===== src/rtl/insn_encoder.sv =====
// Encodes a cluster/variant request with register and immediate operands into a
// big-endian PowerPC instruction word and queues it in a 2-entry output FIFO.
module insn_encoder (
  input  logic        clk,
  input  logic        rst_n,
  input  logic        req_valid,
  output logic        req_ready,
  input  logic [3:0]  req_cluster,
  input  logic [1:0]  req_sel,
  input  logic [4:0]  req_rt,
  input  logic [4:0]  req_ra,
  input  logic [4:0]  req_rb,
  input  logic [15:0] req_imm,
  output logic [0:31] instr,
  output logic        instr_valid,
  input  logic        instr_ready,
  output logic        err_illegal,
  output logic [7:0]  illegal_cnt,
  output logic [15:0] emit_cnt
);

  // D-form: OPCD | RT | RA | 16-bit immediate.
  function automatic logic [31:0] d_form(input logic [5:0] op, input logic [4:0] rt,
                                         input logic [4:0] ra, input logic [15:0] imm);
    return {op, rt, ra, imm};
  endfunction

  // X/XL-form: OPCD | RT | RA | RB | XO | Rc(=0).
  function automatic logic [31:0] x_form(input logic [5:0] op, input logic [4:0] rt,
                                         input logic [4:0] ra, input logic [4:0] rb,
                                         input logic [9:0] xo);
    return {op, rt, ra, rb, xo, 1'b0};
  endfunction

  localparam logic [5:0] OpX = 6'd31;

  logic [31:0] word;
  logic [9:0]  spr;
  logic        legal;
  logic        accept, push, pop, illegal_acc;

  logic [31:0] mem_q [2];
  logic        rd_ptr_q, wr_ptr_q;
  logic [1:0]  count_q, count_d;
  logic        err_q;
  logic [7:0]  illegal_cnt_q;
  logic [15:0] emit_cnt_q;

  // Combinational encoder for the current request.
  always_comb begin
    word  = '0;
    // SPR number goes in with its two 5-bit halves swapped.
    spr   = {req_imm[4:0], req_imm[9:5]};
    legal = ~req_cluster[3];
    case (req_cluster)
      4'd0: case (req_sel)
        2'd0: word = x_form(OpX, req_rt, req_ra, req_rb, 10'd266);
        2'd1: word = x_form(OpX, req_rt, req_ra, req_rb, 10'd40);
        2'd2: word = d_form(6'd14, req_rt, req_ra, req_imm);
        2'd3: word = d_form(6'd15, req_rt, req_ra, req_imm);
      endcase
      4'd1: case (req_sel)
        2'd0: word = x_form(OpX, req_rt, req_ra, req_rb, 10'd28);
        2'd1: word = x_form(OpX, req_rt, req_ra, req_rb, 10'd444);
        2'd2: word = d_form(6'd24, req_rt, req_ra, req_imm);
        2'd3: word = x_form(OpX, req_rt, req_ra, req_rb, 10'd316);
      endcase
      4'd2: case (req_sel)
        2'd0: word = x_form(OpX, req_rt, req_ra, req_rb, 10'd235);
        2'd1: word = x_form(OpX, req_rt, req_ra, req_rb, 10'd75);
        2'd2: word = x_form(OpX, req_rt, req_ra, req_rb, 10'd491);
        2'd3: word = d_form(6'd7, req_rt, req_ra, req_imm);
      endcase
      4'd3: case (req_sel)
        2'd0: word = d_form(6'd32, req_rt, req_ra, req_imm);
        2'd1: word = x_form(OpX, req_rt, req_ra, req_rb, 10'd23);
        2'd2: word = d_form(6'd34, req_rt, req_ra, req_imm);
        2'd3: word = d_form(6'd40, req_rt, req_ra, req_imm);
      endcase
      4'd4: case (req_sel)
        2'd0: word = d_form(6'd36, req_rt, req_ra, req_imm);
        2'd1: word = x_form(OpX, req_rt, req_ra, req_rb, 10'd151);
        2'd2: word = d_form(6'd38, req_rt, req_ra, req_imm);
        2'd3: word = d_form(6'd44, req_rt, req_ra, req_imm);
      endcase
      4'd5: case (req_sel)
        2'd0: word = d_form(6'd33, req_rt, req_ra, req_imm);
        2'd1: word = d_form(6'd37, req_rt, req_ra, req_imm);
        2'd2: word = d_form(6'd35, req_rt, req_ra, req_imm);
        2'd3: word = d_form(6'd39, req_rt, req_ra, req_imm);
      endcase
      4'd6: case (req_sel)
        2'd0: word = {6'd18, {8{req_imm[15]}}, req_imm, 2'b00};
        2'd1: word = {6'd16, req_rt, req_ra, req_imm[13:0], 2'b00};
        2'd2: word = x_form(6'd19, req_rt, req_ra, 5'd0, 10'd16);
        2'd3: word = x_form(6'd19, req_rt, req_ra, 5'd0, 10'd528);
      endcase
      4'd7: case (req_sel)
        2'd0: word = x_form(OpX, req_rt, spr[9:5], spr[4:0], 10'd339);
        2'd1: word = x_form(OpX, req_rt, 5'd0, 5'd0, 10'd83);
        2'd2: word = x_form(OpX, req_rt, 5'd0, 5'd0, 10'd19);
        2'd3: word = x_form(OpX, req_rt, spr[9:5], spr[4:0], 10'd467);
      endcase
      default: word = '0;
    endcase
  end

  // Handshake decode and FIFO occupancy next-state.
  always_comb begin
    req_ready   = (count_q != 2'd2);
    instr_valid = (count_q != 2'd0);
    accept      = req_valid & req_ready;
    push        = accept & legal;
    illegal_acc = accept & ~legal;
    pop         = instr_valid & instr_ready;
    count_d     = count_q;
    case ({push, pop})
      2'b10:   count_d = count_q + 2'd1;
      2'b01:   count_d = count_q - 2'd1;
      default: count_d = count_q;
    endcase
  end

  // FIFO storage and pointers.
  always_ff @(posedge clk or negedge rst_n) begin
    if (!rst_n) begin
      mem_q[0] <= '0;
      mem_q[1] <= '0;
      rd_ptr_q <= 1'b0;
      wr_ptr_q <= 1'b0;
      count_q  <= 2'd0;
    end else begin
      if (push) begin
        mem_q[wr_ptr_q] <= word;
        wr_ptr_q        <= ~wr_ptr_q;
      end
      if (pop) begin
        rd_ptr_q <= ~rd_ptr_q;
      end
      count_q <= count_d;
    end
  end

  // Error pulse and statistics counters.
  always_ff @(posedge clk or negedge rst_n) begin
    if (!rst_n) begin
      err_q         <= 1'b0;
      illegal_cnt_q <= 8'd0;
      emit_cnt_q    <= 16'd0;
    end else begin
      err_q <= illegal_acc;
      if (illegal_acc && illegal_cnt_q != 8'hFF) begin
        illegal_cnt_q <= illegal_cnt_q + 8'd1;
      end
      if (pop) begin
        emit_cnt_q <= emit_cnt_q + 16'd1;
      end
    end
  end

  // Head word is forced to zero while the buffer is empty.
  always_comb begin
    instr       = instr_valid ? mem_q[rd_ptr_q] : 32'd0;
    err_illegal = err_q;
    illegal_cnt = illegal_cnt_q;
    emit_cnt    = emit_cnt_q;
  end

endmodule


===== config.mk =====
export PLATFORM = sky130hd
export DESIGN_NAME = insn_encoder
export DESIGN_NICKNAME = d
export VERILOG_FILES = /design/src/rtl/insn_encoder.sv
export SDC_FILE = /design/constraint.sdc
export NUM_CORES = 1
export LEC_CHECK = 0
export CAP_MARGIN = 20
export CORE_MARGIN = 3
export CORE_UTILIZATION = 54
export DETAILED_ROUTE_END_ITERATION = 10
export PLACE_DENSITY = 0.89
export SLEW_MARGIN = 20
export SYNTH_ARGS = -nofsm -noshare
export SYNTH_HDL_FRONTEND = slang
export SYNTH_SLANG_ARGS = --single-unit

===== constraint.sdc =====
create_clock -name clk -period 2.2 [get_ports clk]
set_input_delay 0.22 -clock clk [delete_from_list [all_inputs] [get_ports clk]]
set_output_delay 0.22 -clock clk [all_outputs]
set_load 0.01 [all_outputs]

==> run metrics, run 1 <==
status=complete, but fails checks; half-perimeter wire length after detailed placement=14.9 mm; average footprint of a synthesized cell=9.07 µm²; Final Cell Area=0.00786 mm²; Synth Flop Type=sky130_fd_sc_hd__dfrtp_1; RD Place Congestion=0.977; multi-input gate area in the final layout=around 0.0033 mm²; worst slack at placement=-490 ps; yosys warns=0; Port Buffers=99; total placed instance area=roughly 0.0076 mm²; largest fanout on the critical path=19; CP Class=reg2out; Yosys reg bits=between 90 and 100; Final ANT Viol Nets=0; worst flop-to-flop path endpoint=count_q[1]; worst hold path class=in2async; final WL=19.6 mm; Leakage=roughly 3.5 nW; measured slew at the worst slew-check pin=approximately 550 ps; total of fill cells in the finished design=730; layout cells sized above 1=23.0%; reported max-cap violation count=0; final total power=approximately 8.0 mW; cell count after synthesis=637; total core area=0.0104 mm²; netlist area before placement=0.00578 mm²; Die Outline Area=0.0120 mm²; CTS H-Tree Depth=3; horizontal die dimension=109 µm; Data required, critical path=1980 ps; setup slack, reg-to-reg=approximately 410 ps; number of antenna violations at the first check in global routing=0; achievable frequency=roughly 470 MHz; clock sink count=93; Pre-antenna DRT Iters=8; Comb pwr share=49.7%; net switching fraction of the power=38.4%; unrepaired setup endpoints after global routing=yes; number of enable flip-flop cells after synthesis=0; final setup fails=0; share of async-settable or async-resettable flops after synthesis=100%; wire length per cell=between 20 and 25 µm; signed area change from the synthesized netlist to the final layout=36.0%; Row Count=37; gr ovfl total=0; number of buffers created by CTS=9; maximum number of pins on one net before global-route repair=45; TritonCTS clock tree=yes; highest ir drop seen on vdd=0.788 mV; portion of the clock cycle consumed by the worst path in the final layout=97.5%; R2R cell count=6; final hold violation count=0; Internal Pwr Total=~5 mW; area taken by flip-flops and latches=roughly 0.0023 mm²; via count of the first global-routing pass=5839; startpoint of the worst-slack reg-to-reg timing path=count_q[0]; CP Launch Type=register; root buffer selected by CTS=sky130_fd_sc_hd__clkbuf_8; DRC Markers=1; leading cell types in the layout, fill and taps excluded=sky130_fd_sc_hd__buf_4, sky130_fd_sc_hd__clkdlybuf4s50_1, sky130_fd_sc_hd__dfrtp_1; clock skew after layout=15.9 ps; Worst Slack Setup Final=55.4 ps; worst skew pair latency=370 ps; Data arrival, critical path=~1900 ps; violated checks=DRC; most common cell after layout, fill and taps aside=sky130_fd_sc_hd__buf_4; Seq/Total Area, Yosys=between 40% and 50%; number of top-level design ports=100; power density over cell area=between 1000 and 1500 mW/mm²; Net Switching=3.08 mW; DR iter-0 viols=646; wire length of the first global-routing pass=just over 30 mm; tightest hold margin=401 ps; sequential share of power=between 30% and 40%; effective utilization at floorplan=55.7%; total number of nets in the final design=between 800 and 900; all-layer global routing usage=32.8%; Worst Setup End Kind=output pin; net count of the mapped netlist=approximately 700; antenna diode count=0; Vert. Die Dim=109 µm; via density per instance=roughly 6.2; Worst-path clk slew=around 110 ps; final critical path time including I/O delays and setup=around 2100 ps; Worst slew margin=63.4%; via count of the routed design=5878; part of the power in the clock network=14.2%; Max Buffers Root-to-Sink=2; Total Negative Setup Slacks=0 ps; max-slew violation count=0; number of distinct library cells after synthesis=63
routing by layer:
| metal | share of wire [%] | vias up | wire, µm | global-route usage, % |
|---|---|---|---|---|
| met3 | 7.2 | 59 | 1420 | 6.11 |
| li1 | - | 2659 | - | - |
| met1 | 41 | 2862 | 8070 | 42.7 |
| met5 | 0 | - | 0 | 0 |
| met4 | 2.7 | 0 | 535 | 10.2 |
| met2 | 49 | 298 | 9580 | 55.6 |
registers in the layout, summed over array words and instances (netlist names):
name         flops
mem_q           64
emit_cnt        16
rd_ptr_q         1
wr_ptr_q         1
err_illegal      1
illegal_cnt      8
count_q          2
per-stage QoR:
| stage | util [%] | std cells |
|---|---|---|
| after floorplan | - | 637 |
| after global placement | 73.0 | 926 |
| after detailed placement | 73.0 | 926 |
| after CTS | 75.2 | 945 |
| after global routing | 75.8 | 946 |
| final | 75.8 | 946 |
worst max-delay path by stage:
stage | from | to | slack, ps | depth (start not counted)
final | rd_ptr_q | instr[22] | 60 | 4
after global routing | req_sel[0] | mem_q[6] | -90 | 11
after CTS | req_sel[1] | mem_q[8] | 20 | 8
after detailed placement | req_sel[0] | mem_q[5] | -490 | 9
after global placement | req_sel[0] | mem_q[37] | -440 | 9
after floorplan | req_sel[0] | mem_q[40] | 1 | 8
critical path, cell delays in order (launching register included):
cell and delay, ps:
sky130_fd_sc_hd__dfrtp_2 500, sky130_fd_sc_hd__buf_12 200, sky130_fd_sc_hd__mux2i_2 170, sky130_fd_sc_hd__nor2_1 110
sky130_fd_sc_hd__clkdlybuf4s50_1 560
power by group through the flow:
stage	registers, mW	clock network, mW	logic, mW
floorplan	2.79	0	2.02
global route	2.98	1.21	4.30
CTS	2.88	1.15	3.96
global placement	2.84	0	3.71
detailed placement	2.92	0	3.89
finish	2.90	1.13	3.98
cells by family (layout without fill, tap and decap cells):
family / Yosys count / after routing / synth area share [%]
compound gates: 184 / 184 / 20.3
xor+xnor: 27 / 27 / 4.09
buf+inv: 61 / 234 / 4.38
mux: 65 / 65 / 12.0
flops: 93 / 93 / 40.3
fa+ha+maj: 9 / 9 / 1.95
simple gates: 198 / 198 / 17.0
area by class of cell:
cell class	count	share of cell area [%]
repair buffers	206	23.7
well taps	136	2.17
multi-input cells	483	41.4
flip-flops and latches	93	29.6
inverters	12	0.573
clock buffers	9	1.58
clock inverters	7	0.860
synthesized netlist by cell type, types with 2 or more instances:
library cell / instances / share of area, %
sky130_fd_sc_hd__a211oi_1: 4 / 0.52
sky130_fd_sc_hd__a21o_1: 4 / 0.52
sky130_fd_sc_hd__a21oi_1: 57 / 4.9
sky130_fd_sc_hd__a221o_1: 2 / 0.35
sky130_fd_sc_hd__a221oi_1: 10 / 1.5
sky130_fd_sc_hd__a222oi_1: 6 / 1.0
sky130_fd_sc_hd__a22oi_1: 4 / 0.52
sky130_fd_sc_hd__a31o_2: 5 / 0.76
sky130_fd_sc_hd__a31oi_1: 10 / 1.1
sky130_fd_sc_hd__a32o_1: 3 / 0.52
sky130_fd_sc_hd__and3_1: 9 / 0.97
sky130_fd_sc_hd__and3b_1: 2 / 0.30
sky130_fd_sc_hd__and4_1: 3 / 0.46
sky130_fd_sc_hd__and4bb_2: 2 / 0.43
sky130_fd_sc_hd__buf_2: 13 / 1.1
sky130_fd_sc_hd__buf_4: 2 / 0.26
sky130_fd_sc_hd__clkbuf_1: 33 / 2.1
sky130_fd_sc_hd__dfrtp_1: 93 / 40
sky130_fd_sc_hd__ha_1: 9 / 1.9
sky130_fd_sc_hd__inv_1: 12 / 0.78
sky130_fd_sc_hd__mux2_2: 33 / 6.4
sky130_fd_sc_hd__mux2i_1: 32 / 5.5
sky130_fd_sc_hd__nand2_1: 50 / 3.2
sky130_fd_sc_hd__nand2b_1: 9 / 0.97
sky130_fd_sc_hd__nand3_1: 19 / 1.6
sky130_fd_sc_hd__nand4_1: 7 / 0.76
sky130_fd_sc_hd__nor2_1: 72 / 4.7
sky130_fd_sc_hd__nor2b_1: 5 / 0.54
sky130_fd_sc_hd__nor3_1: 4 / 0.35
sky130_fd_sc_hd__o2111ai_1: 3 / 0.46
sky130_fd_sc_hd__o211ai_1: 2 / 0.26
sky130_fd_sc_hd__o21a_1: 2 / 0.26
sky130_fd_sc_hd__o21ai_0: 52 / 4.5
sky130_fd_sc_hd__o22ai_1: 6 / 0.65
sky130_fd_sc_hd__o31ai_1: 3 / 0.39
sky130_fd_sc_hd__or3b_2: 2 / 0.30
sky130_fd_sc_hd__or4b_1: 2 / 0.35
sky130_fd_sc_hd__xnor2_1: 20 / 3.0
sky130_fd_sc_hd__xor2_1: 7 / 1.1
what timing repair did:
action	in CTS	in global routing
endpoints found under the hold margin	41	0
endpoints found under the setup margin	4	36
pin swaps	0	3
gates resized for setup	2	12
hold buffers	1	0
setup buffers	2	1
No activity file was read; power rests on OpenSTA's default activity.
==> run 2: changes to the inputs <==
--- a/config.mk
+++ b/config.mk
@@ -7,9 +7,9 @@
 export LEC_CHECK = 0
 export CAP_MARGIN = 20
 export CORE_MARGIN = 3
-export CORE_UTILIZATION = 54
+export CORE_UTILIZATION = 50
 export DETAILED_ROUTE_END_ITERATION = 10
-export PLACE_DENSITY = 0.89
+export PLACE_DENSITY = 0.84
 export SLEW_MARGIN = 20
 export SYNTH_ARGS = -nofsm -noshare
 export SYNTH_HDL_FRONTEND = slang
==> run 2 against run 1 <==
  * The run now ends clean
  * Power grew 7.1%
  * Sequential share of layout area shrank 0.64 points
  * Via count shrank 1.1%
  * First-iteration DRC count shrank 24%
  * Worst hold slack gained 52 ps
  * Worst setup slack lost 14 ps
  * Count of clock-buffer cells in the layout is the same
  * Critical path type is now in2reg
  * Critical endpoint is now mem_q[56]
  * Largest cell class unchanged
  * Highest routed layer unchanged
==> run metrics, run 2 (synthesis results as in run 1) <==
status=finished, final reports clean (was complete, but fails checks); DR iter-0 viols=491 (was 646); Worst slew margin=52.6% (was 63.4%); DRC Markers=0 (was 1); unrepaired setup endpoints after global routing=yes (unchanged); Net Switching=3.06 mW (was 3.08 mW); half-perimeter wire length after detailed placement=14.1 mm (was 14.9 mm); number of antenna violations at the first check in global routing=0 (unchanged); final setup fails=0 (unchanged); Worst Setup End Kind=register (was output pin); TritonCTS clock tree=yes (unchanged); Post-CTS Setup Bufs=0 (was 2); Data required, critical path=2440 ps (was 1980 ps); Top reg by flops=mem_q (unchanged); Die Outline Area=0.0129 mm² (was 0.0120 mm²); achievable frequency=463 MHz (was 466 MHz); worst skew pair latency=350 ps (was 370 ps); Port Buffers=99 (unchanged); reported max-cap violation count=0 (unchanged); number of buffers created by CTS=9 (unchanged); total number of nets in the final design=846 (was 855); leading cell types in the layout, fill and taps excluded=sky130_fd_sc_hd__clkdlybuf4s50_1, sky130_fd_sc_hd__dfrtp_1, sky130_fd_sc_hd__buf_4 (was sky130_fd_sc_hd__buf_4, sky130_fd_sc_hd__clkdlybuf4s50_1, sky130_fd_sc_hd__dfrtp_1); Row Count=38 (was 37); final total power=8.58 mW (was 8.01 mW); horizontal die dimension=113 µm (was 109 µm); via count of the first global-routing pass=5798 (was 5839); Leakage=3.54 nW (was 3.50 nW); final WL=19.4 mm (was 19.6 mm); layout cells sized above 1=23.1% (was 23.0%); post-layout instance count excluding filler cells=941 (was 946); portion of the clock cycle consumed by the worst path in the final layout=98.1% (was 97.5%); antenna diode count=0 (unchanged); signed area change from the synthesized netlist to the final layout=39.0% (was 36.0%); sequential share of power=33.4% (was 36.2%); effective utilization at floorplan=52.1% (was 55.7%); gr ovfl total=0 (unchanged); wire length of the first global-routing pass=30.9 mm (was 30.5 mm); startpoint of the worst-slack reg-to-reg timing path=count_q[0] (unchanged); Comb pwr share=46.4% (was 49.7%); maximum number of pins on one net before global-route repair=54 (was 45); root buffer selected by CTS=sky130_fd_sc_hd__clkbuf_16 (was sky130_fd_sc_hd__clkbuf_8); Final ANT Viol Nets=0 (unchanged); Worst-path clk slew=70 ps (was 110 ps); flip-flop count of the largest register, all copies and words added=64 (unchanged); net switching fraction of the power=35.7% (was 38.4%); worst hold path class=in2async (unchanged); Data arrival, critical path=2390 ps (was 1920 ps); all-layer global routing usage=30.4% (was 32.8%); max-slew violation count=0 (unchanged); CP Class=in2reg (was reg2out); total core area=0.0111 mm² (was 0.0104 mm²); largest fanout on the critical path=12 (was 19); power density over cell area=1070 mW/mm² (was 1020 mW/mm²); Internal Pwr Total=5.52 mW (was 4.94 mW); final critical path time including I/O delays and setup=2160 ps (was 2140 ps); CTS H-Tree Depth=3 (unchanged); Vert. Die Dim=113 µm (was 109 µm); Pre-antenna DRT Iters=8 (unchanged); clock skew after layout=6.69 ps (was 15.9 ps); via count of the routed design=5816 (was 5878); via density per instance=6.18 (was 6.21); number of top-level design ports=100 (unchanged); wire length per cell=20.6 µm (was 20.7 µm); RD Place Congestion=0.974 (was 0.977); CP Launch Type=input pin (was register); highest ir drop seen on vdd=0.939 mV (was 0.788 mV); Max Buffers Root-to-Sink=2 (unchanged); most common cell after layout, fill and taps aside=sky130_fd_sc_hd__clkdlybuf4s50_1 (was sky130_fd_sc_hd__buf_4); clock sink count=93 (unchanged); worst setup path start=req_sel[0] (was rd_ptr_q); measured slew at the worst slew-check pin=711 ps (was 550 ps); part of the power in the clock network=20.2% (was 14.2%); final hold violation count=0 (unchanged); total of fill cells in the finished design=800 (was 730); total placed cells including tap cells=923 (was 926)
-- run 2: cell types whose count changed in the layout (fill, tap and decap cells not counted), moves of 4 or more --
cell	before	now
sky130_fd_sc_hd__clkbuf_8	9	0
sky130_fd_sc_hd__clkbuf_16	0	9
sky130_fd_sc_hd__a21oi_1	56	52
sky130_fd_sc_hd__buf_4	101	86
sky130_fd_sc_hd__buf_12	5	9
sky130_fd_sc_hd__a21oi_2	2	6
-- run 2: layout make-up --
class / count / area (µm²) / share of cell area [%]
clock buffers: 9 / 225 / 2.81
clock inverters: 7 / 105 / 1.31
inverters: 12 / 45.0 / 0.561
multi-input cells: 483 / 3280 / 40.8
flip-flops and latches: 93 / 2330 / 29.0
well taps: 140 / 175 / 2.18
repair buffers: 197 / 1870 / 23.3
-- run 2: what timing repair did --
action | CTS | global route
hold buffers | 1 | 0
setup endpoints to repair | 6 | 48
cloned | 1 | 0
endpoints found under the hold margin | 51 | 0
resized for setup | 2 | 20
pin swaps | 0 | 6
-- run 2: final timing paths --
| path | endpoint | slack [ps] | cells past startpoint |
|---|---|---|---|
| max | mem_q[56] | 40 | 9 |
| min | mem_q[7] | 450 | 2 |
| max reg2reg | mem_q[11] | 390 | 5 |
| min reg2reg | emit_cnt[15] | 470 | 1 |
| max in group asynchronous | mem_q[53] | 1070 | 3 |
| min in group clk | emit_cnt[15] | 470 | 1 |
-- run 2: layer usage --
metal	GRT usage, %	wire, µm
met3	7.11	1640
met4	12.3	587
met2	51.0	9560
met5	0	0
met1	37.8	7610
-- run 2: stage by stage --
step	hold WS (ps)	setup TNS [ps]	instance area (µm²)	util [%]	worst slack, ps
6_report	453	0	8030	72.5	41.8
4_1_cts	473	0	7960	71.8	10.4
5_1_grt	496	-62.1	8030	72.5	-20.3
2_1_floorplan	-75.6	0	5780	-	0.994
3_3_place_gp	306	-13530	7580	68.4	-444
3_5_place_dp	314	-15390	7580	68.4	-426
-- run 2: power groups by stage --
stage	sequential [mW]	combinational, mW	clock [mW]
floorplan	2.79	2.02	0
global route	2.96	4.28	1.83
global placement	2.81	3.71	0
CTS	2.86	3.97	1.76
detailed placement	2.89	3.82	0
finish	2.87	3.98	1.73
-- run 2: critical path, cell delays in order --
cell and delay [ps]:
sky130_fd_sc_hd__clkdlybuf4s50_1 420, sky130_fd_sc_hd__buf_4 190, sky130_fd_sc_hd__ha_2 240, sky130_fd_sc_hd__buf_12 150
sky130_fd_sc_hd__nor3_2 190, sky130_fd_sc_hd__a21oi_1 80, sky130_fd_sc_hd__o41a_1 570, sky130_fd_sc_hd__a21oi_2 230
sky130_fd_sc_hd__a21oi_1 90
